File: src/rtl/regfile_mp.sv
// regfile_mp: parametrised multi-port register file.
//
// NUM_REGS x DATA_WIDTH flops with one byte-enabled software write port,
// one hardware update port and NUM_RD independent registered read ports.
// Each register is read-write, read-only (hardware loaded) or
// write-1-to-clear (hardware sticky-set), selected by RO_MASK / W1C_MASK.
//
// Ports
//   clk       rising-edge clock
//   rst       synchronous reset, active-high
//   wr_en     software write request
//   wr_addr   software write address
//   wr_data   software write data
//   wr_be     software write byte enables
//   wr_err    one-cycle pulse after a rejected write (RO or out of range)
//   rd_en     per-port read request
//   rd_addr   packed read addresses, port i at [i*ADDR_WIDTH +: ADDR_WIDTH]
//   rd_data   packed read data, port i at [i*DATA_WIDTH +: DATA_WIDTH]
//   rd_valid  per-port response valid, one cycle after rd_en
//   rd_err    per-port address error, qualified by rd_valid
//   hw_we     hardware update strobe
//   hw_addr   hardware update address
//   hw_data   hardware update data
module regfile_mp #(
  parameter int                  DATA_WIDTH = 32,
  parameter int                  NUM_REGS   = 8,
  parameter int                  NUM_RD     = 2,
  parameter int                  ADDR_WIDTH = $clog2(NUM_REGS),
  parameter logic [NUM_REGS-1:0] RO_MASK    = '0,
  parameter logic [NUM_REGS-1:0] W1C_MASK   = '0
) (
  input  logic                           clk,
  input  logic                           rst,
  input  logic                           wr_en,
  input  logic [ADDR_WIDTH-1:0]          wr_addr,
  input  logic [DATA_WIDTH-1:0]          wr_data,
  input  logic [DATA_WIDTH/8-1:0]        wr_be,
  output logic                           wr_err,
  input  logic [NUM_RD-1:0]              rd_en,
  input  logic [NUM_RD*ADDR_WIDTH-1:0]   rd_addr,
  output logic [NUM_RD*DATA_WIDTH-1:0]   rd_data,
  output logic [NUM_RD-1:0]              rd_valid,
  output logic [NUM_RD-1:0]              rd_err,
  input  logic                           hw_we,
  input  logic [ADDR_WIDTH-1:0]          hw_addr,
  input  logic [DATA_WIDTH-1:0]          hw_data
);

  localparam int NUM_BYTES = DATA_WIDTH / 8;

  logic [DATA_WIDTH-1:0]        regs_q [NUM_REGS];
  logic [DATA_WIDTH-1:0]        regs_d [NUM_REGS];
  logic [DATA_WIDTH-1:0]        be_mask;
  logic                         wr_reject;
  logic [NUM_RD*DATA_WIDTH-1:0] rd_data_d;
  logic [NUM_RD-1:0]            rd_err_d;

  // Expand byte enables to a bit mask.
  always_comb begin
    be_mask = '0;
    for (int b = 0; b < NUM_BYTES; b++) begin
      be_mask[b*8 +: 8] = {8{wr_be[b]}};
    end
  end

  // A write is rejected unless its address matches an existing register
  // that is not read-only. Comparing against each index avoids indexing
  // the masks with an out-of-range address.
  always_comb begin
    wr_reject = 1'b0;
    if (wr_en) begin
      wr_reject = 1'b1;
      for (int r = 0; r < NUM_REGS; r++) begin
        if (wr_addr == ADDR_WIDTH'(r)) begin
          wr_reject = RO_MASK[r];
        end
      end
    end
  end

  // Next-state per register. RO_MASK takes priority over W1C_MASK.
  // For W1C the software clear is applied before the hardware set so that
  // a coincident set wins.
  always_comb begin
    for (int r = 0; r < NUM_REGS; r++) begin
      regs_d[r] = regs_q[r];
      if (RO_MASK[r]) begin
        if (hw_we && (hw_addr == ADDR_WIDTH'(r))) begin
          regs_d[r] = hw_data;
        end
      end else if (W1C_MASK[r]) begin
        if (wr_en && (wr_addr == ADDR_WIDTH'(r))) begin
          regs_d[r] = regs_d[r] & ~(wr_data & be_mask);
        end
        if (hw_we && (hw_addr == ADDR_WIDTH'(r))) begin
          regs_d[r] = regs_d[r] | hw_data;
        end
      end else begin
        if (wr_en && (wr_addr == ADDR_WIDTH'(r))) begin
          regs_d[r] = (regs_q[r] & ~be_mask) | (wr_data & be_mask);
        end
      end
    end
  end

  // Read muxes select from the next-state array so a read sampled with a
  // write/update to the same address returns the post-update value.
  always_comb begin
    rd_data_d = '0;
    rd_err_d  = '0;
    for (int i = 0; i < NUM_RD; i++) begin
      rd_err_d[i] = rd_en[i];
      for (int r = 0; r < NUM_REGS; r++) begin
        if (rd_addr[i*ADDR_WIDTH +: ADDR_WIDTH] == ADDR_WIDTH'(r)) begin
          rd_err_d[i] = 1'b0;
          if (rd_en[i]) begin
            rd_data_d[i*DATA_WIDTH +: DATA_WIDTH] = regs_d[r];
          end
        end
      end
    end
  end

  always_ff @(posedge clk) begin
    if (rst) begin
      for (int r = 0; r < NUM_REGS; r++) begin
        regs_q[r] <= '0;
      end
      wr_err   <= 1'b0;
      rd_valid <= '0;
      rd_err   <= '0;
      rd_data  <= '0;
    end else begin
      for (int r = 0; r < NUM_REGS; r++) begin
        regs_q[r] <= regs_d[r];
      end
      wr_err   <= wr_reject;
      rd_valid <= rd_en;
      rd_err   <= rd_err_d;
      rd_data  <= rd_data_d;
    end
  end

endmodule
File: config.mk
export PLATFORM = sky130hd
export DESIGN_NAME = regfile_mp
export DESIGN_NICKNAME = d
export VERILOG_FILES = /design/src/rtl/regfile_mp.sv
export SDC_FILE = /design/constraint.sdc
export NUM_CORES = 1
export LEC_CHECK = 0
export CAP_MARGIN = 5
export CORE_MARGIN = 5
export CORE_UTILIZATION = 44
export DETAILED_ROUTE_END_ITERATION = 10
export DONT_BUFFER_PORTS = 1
export PLACE_DENSITY = 0.67
export SYNTH_ARGS = -nofsm -noshare
export SYNTH_HDL_FRONTEND = slang
export SYNTH_SLANG_ARGS = --single-unit
File: constraint.sdc
create_clock -name clk -period 3.1 [get_ports clk]
set_clock_uncertainty 0.15 [all_clocks]
set_input_delay 0.93 -clock clk [delete_from_list [all_inputs] [get_ports clk]]
set_output_delay 0.93 -clock clk [all_outputs]
set_load 0.005 [all_outputs]
## Yosys cells after proc, flatten, opt, wreduce, memory -nomap -nowiden

Memories as Yosys holds them, arrays and structs flattened.
Index checks and enable logic that the tools add are counted.

- Register bits: 69
- Latch bits: 0
- Memory bits (writable): 256
- ROM bits: 0
- Input port bits: 86
- Output and inout bits: 69
- Word-level logic and storage cells: 120
- Memories kept: 1

- Add/subtract/negate cells: 0
- $mul: 0
- Divide/modulo/power cells: 0
- Order comparisons: 0
- Eq/ne operators: 21
- Shifts and indexed selects: 0
- Muxes and demuxes: 52
- Bitwise operators: 27
- Reduce and logical (&&, ||, !) cells: 14

Memories:

| name | words | width | read ports | clocked after memory_dff | write ports | line | RTL |
|---|---|---|---|---|---|---|---|
| regs_q | 8 | 32 | 8 | 0 | 8 | 51 | `logic [DATA_WIDTH-1:0] regs_q [NUM_REGS];` |

Operators by type and width:

| cell | count |
|---|---|
| $mux 32 | 48 |
| $and 32x32->32 | 9 |
| $or 32x32->32 | 8 |
| $eq 3x3->1 const B | 12 |
| $not 32->32 | 1 |
| $reduce_or 9->1 | 3 |
| $eq 3x2->1 const B | 6 |
| $eq 3x1->1 const B | 3 |
| $logic_not 3->1 | 3 |
| $logic_and 1x1->1 | 8 |
| $or 1x1->1 | 8 |
| $mux 1 | 4 |
| $not 1->1 | 1 |

## Longest topological paths before layout

- Word-level depth: 20
- Gate-level depth with buffers: 9

## Worst setup path after synthesis

OpenSTA, ideal clock, no wires.

- Kind: input to register
- From: input port wr_addr[2]
- To: register rd_data[10]
- Library setup time: 134 ps
- Arrival time: 2583 ps
- Required time: 2816 ps
- Slack: 233 ps
- Cell stages on the path: 8
- Cell sequence: buf_4 nand3b_4 buf_12 nor2_4 mux2_4 a221o_1 a221oi_1 o22ai_1

- Cells in the longest elaborated chain, start to end: 19

Ends and longest elaborated chain:

| element | line | RTL |
|---|---|---|
| start, declared | 35 | `input logic [ADDR_WIDTH-1:0] wr_addr,` |
| $logic_not 3->1 | 99 | `if (wr_en && (wr_addr == ADDR_WIDTH'(r))) begin` |
| $logic_and 1x1->1 | 99 |  |
| $mux 32 | 99 |  |
| $mux 32 | 116 | `if (rd_en[i]) begin` |
| $mux 32 | 114 | `if (rd_addr[i*ADDR_WIDTH +: ADDR_WIDTH] == ADDR_WIDTH'(r)) begin` |
| $mux 32 | 116 |  |
| $mux 32 | 114 |  |
| $mux 32 | 116 |  |
| [... 3 more ...] | n/a |  |
| $mux 32 | 116 |  |
| $mux 32 | 114 |  |
| $mux 32 | 116 |  |
| $mux 32 | 114 |  |
| $mux 32 | 116 |  |
| $mux 32 | 114 |  |
| $mux 32 | 116 |  |
| $mux 32 * | 114 |  |
| end signal, assigned | 140 | `rd_data <= rd_data_d;` |
| end, declared | 41 | `output logic [NUM_RD*DATA_WIDTH-1:0] rd_data,` |

Every way passes the cells marked *; elsewhere a longest branch is shown, timed or not.
A chain may end at the register's enable or synchronous reset.

## Worst setup path in the final report

- From: input port wr_addr[2]
- To: register rd_data[12]

Same word-level chain as after synthesis.

==> flow_metrics.py <==
metrics = {
    "cts": {
        "insertion_delay_ns": 0.54,
        "clock_sinks": 325,
        "cts_buffers": 36,
        "cts_buffer_depth": 3,
        "clkTransAtPathRegs_ns": 0.06,
        "post_cts_buffers": 0,
        "holdBufCountCts": 0,
        "cts_resized": 0,
        "cts.htree.levels": 2,
        "cts_tree": "done",
        "root_buffer": "clkbuf_16",
    },
    "die": {
        "core_area_sq_um": 35300,
        "die_y_um": 198,
        "dieArea_sq_um": 39300,
        "ios": 155,
        "die_w_um": 198,
        "rows": 69,
        "start_util": 0.441,
    },
    "placed_design": {
        "gp_congestion": 0.857,
        "port_buffers": 0,
        "dp_hpwl_um": 32800,
    },
    "yosys": {
        "synth_largest_area_cell": "dfxtp_1",
        "yosysWarnings": 0,
        "synthFlopType": "dfxtp_1",
        "synthArstFlopShare": 0,
        "syn_area_per_cell_sq_um": 8.75,
        "synth_top_area_share": 0.417,
        "synth_seq_area_share": 0.417,
        "syn_area_sq_um": 15600,
        "synth.area.top_cells": "dfxtp_1, mux2i_1, nor2_1, o22ai_1, a221o_1",
        "synthDistinctLibCells": 60,
        "synth-edff-count": 0,
        "synth_seq_cells": 325,
        "syn_inst": 1781,
    },
    "setup_path": {
        "cp_top_family": "compound AO/OA/AOI/OAI gates",
        "critical_path.max_fanout": 8,
        "cp.depth": 8,
        "crit_arrival_ns": 2.72,
        "rr_startpoint": "regs_q[0][73]",
        "cpPeakStageDelay_ns": 0.33,
        "crit_type": "in2reg",
        "cp_num_buf_inv": 2,
        "r2r_end": "rd_data[9]",
        "reg2reg_slack_ns": 1.43,
        "worstPathRequired_ns": 3.36,
        "cp_common_cell": "buf_4",
        "crit_chain": "nand3b_4 -> buf_4 -> nor2_4 -> buf_4 -> mux2_4 -> a221o_1 -> a221oi_1 -> o22ai_1",
        "crit_path_start_kind": "primary input",
        "r2r_cells": 4,
        "end_kind": "flop",
        "cp_slowest_cell": "mux2_4",
    },
    "timing": {
        "tightest_slew_ns": 0.836,
        "setup_tns_ns": 0,
        "fin_crit_ns": 2.46,
        "hold_viol": 0,
        "slew_headroom": 0.440,
        "maxSlewViolCount": 0,
        "setup_viol": 0,
        "max_freq_mhz": 407,
        "rsz0062_at_grt": "no",
        "min_period_over_period": 0.793,
    },
    "finish": {
        "fin_util": 0.495,
        "num_antenna_cells": 0,
        "fin_nets": 1830,
        "regArea_sq_um": 6510,
        "multi_input_area_sq_um": 8390,
        "nFillCells": 3289,
        "post_route_cells_drive_above_1_share": 0.120,
        "syn_to_final_growth_pct": 12.2,
    },
    "grt": {
        "grt_max_degree": 302,
        "antenna_found_initial": 0,
        "grt-ovfl-total": 0,
        "grt_pass1_wl_um": 76500,
        "gr-usage-all-layers": 0.246,
        "first_global_vias": 13300,
    },
    "power_and_ir_drop": {
        "ir_drop_uv": 604,
        "power.density_nw_per_um2": 540,
        "p_leak_uw": 0.00618,
    },
    "min_path": {
        "min_from": "regs_q[0][29]",
        "hold_path_depth": 2,
        "holdCritPathClass": "reg2reg",
        "whs_endpoint": "regs_q[0][29]",
    },
    "detailed_routing": {
        "post-route-drc-count": 0,
        "wire_per_inst_um": 22.5,
        "ant_nets": 0,
        "totalWireLength_um": 50200,
        "dr.pass1.iters": 6,
        "vias": 13900,
        "drt_iter0_markers": 1483,
        "viasPerCell": 6.21,
    },
    "status": {
        "status": "finished clean",
    },
    "flow_run": {
        "drv_cap": 0,
    },
}
tightest hold or removal path, stage by stage (launching register included):
cell,delay (ns)
dfxtp_1,0.32
nand2_1,0.05
a21oi_1,0.05
synthesized netlist by cell type (all sizes together), types with 4 or more instances:
cell     number
nand3        32
a31oi         8
and3          4
dfxtp       325
a31o         21
o21ai        91
and2          4
o22ai        94
nand2b        8
buf          31
a21oi       103
mux2         21
o22a         21
nand4        16
or3           4
o2111ai       5
inv          10
nor3          9
nand2       117
clkbuf      130
a32oi         7
a221oi       21
mux2i       197
nor2        339
a221o        57
a2bb2oi      21
nor2b        26
a22oi        27
kinds of logic after synthesis:
group           after synthesis  share of synthesized area
simple gates                572                      0.169
compound gates              492                      0.218
buf+inv                     171                     0.0473
flops                       325                      0.417
mux                         218                      0.147
xor+xnor                      2                    0.00112
other cells                   1                   0.000241
state kept, by name (all words and copies together) (netlist names):
signal,count
rd_err,2
rd_data,64
wr_err,1
regs_q,256
rd_valid,2
placed cells by master (no fill, tap or decap), drive strengths merged, types with 9 or more instances in the layout:
cell,n
a221oi,21
nand2,117
nand4,16
o21ai,91
a21oi,103
a221o,57
inv,10
clkbuf,49
buf,84
mux2,21
nor2,339
a22oi,27
nand3,32
a31o,21
a2bb2oi,21
o22ai,94
mux2i,197
dfxtp,325
nor2b,26
o22a,21
nor3,9
stage by stage:
stage | instance area, sq um | setup slack, ns | power (uW) | std cells | hold slack, ns
after floorplan | 15600 | 0.233 | 4880 | 1783 | 0.300
after global placement | 16200 | 0.126 | 4920 | 2167 | 0.304
after detailed placement | 16200 | 0.115 | 4930 | 2167 | 0.310
after CTS | 17500 | 0.684 | 9490 | 2231 | 0.313
after global routing | 17500 | 0.558 | 9730 | 2231 | 0.300
final | 17500 | 0.643 | 9430 | 2231 | 0.323
area by class of cell:
cell class | instances | area share
Inverter | 10 | 0.00215
Sequential cell | 325 | 0.372
Multi-Input combinational cell | 1287 | 0.480
Clock inverter | 15 | 0.0125
Clock buffer | 49 | 0.0602
Timing Repair Buffer | 84 | 0.0404
Tap cell | 461 | 0.0330
power by group:
| part | leakage [uW] | switching, uW | total [uW] | internal [uW] |
|---|---|---|---|---|
| sequential | 0.00263 | 26.2 | 4270 | 4240 |
| clock | 0.000619 | 1780 | 4580 | 2800 |
| combinational | 0.00293 | 357 | 579 | 223 |
| total | 0.00618 | 2170 | 9430 | 7270 |
worst max path at each step:
| stage | to | start |
|---|---|---|
| 2_1_floorplan | rd_data[10] | wr_addr[2] |
| 3_3_place_gp | rd_data[12] | wr_addr[2] |
| 3_5_place_dp | rd_data[12] | wr_addr[2] |
| 4_1_cts | rd_data[12] | wr_addr[2] |
| 5_1_grt | rd_data[7] | rd_en[0] |
| 6_report | rd_data[12] | wr_addr[2] |
layer usage:
metal | GRT usage | share of wire
met1 | 0.313 | 0.40
met2 | 0.395 | 0.46
met3 | 0.0582 | 0.094
met4 | 0.117 | 0.044
met5 | 0 | 0
(Power assumes the default switching activity.)
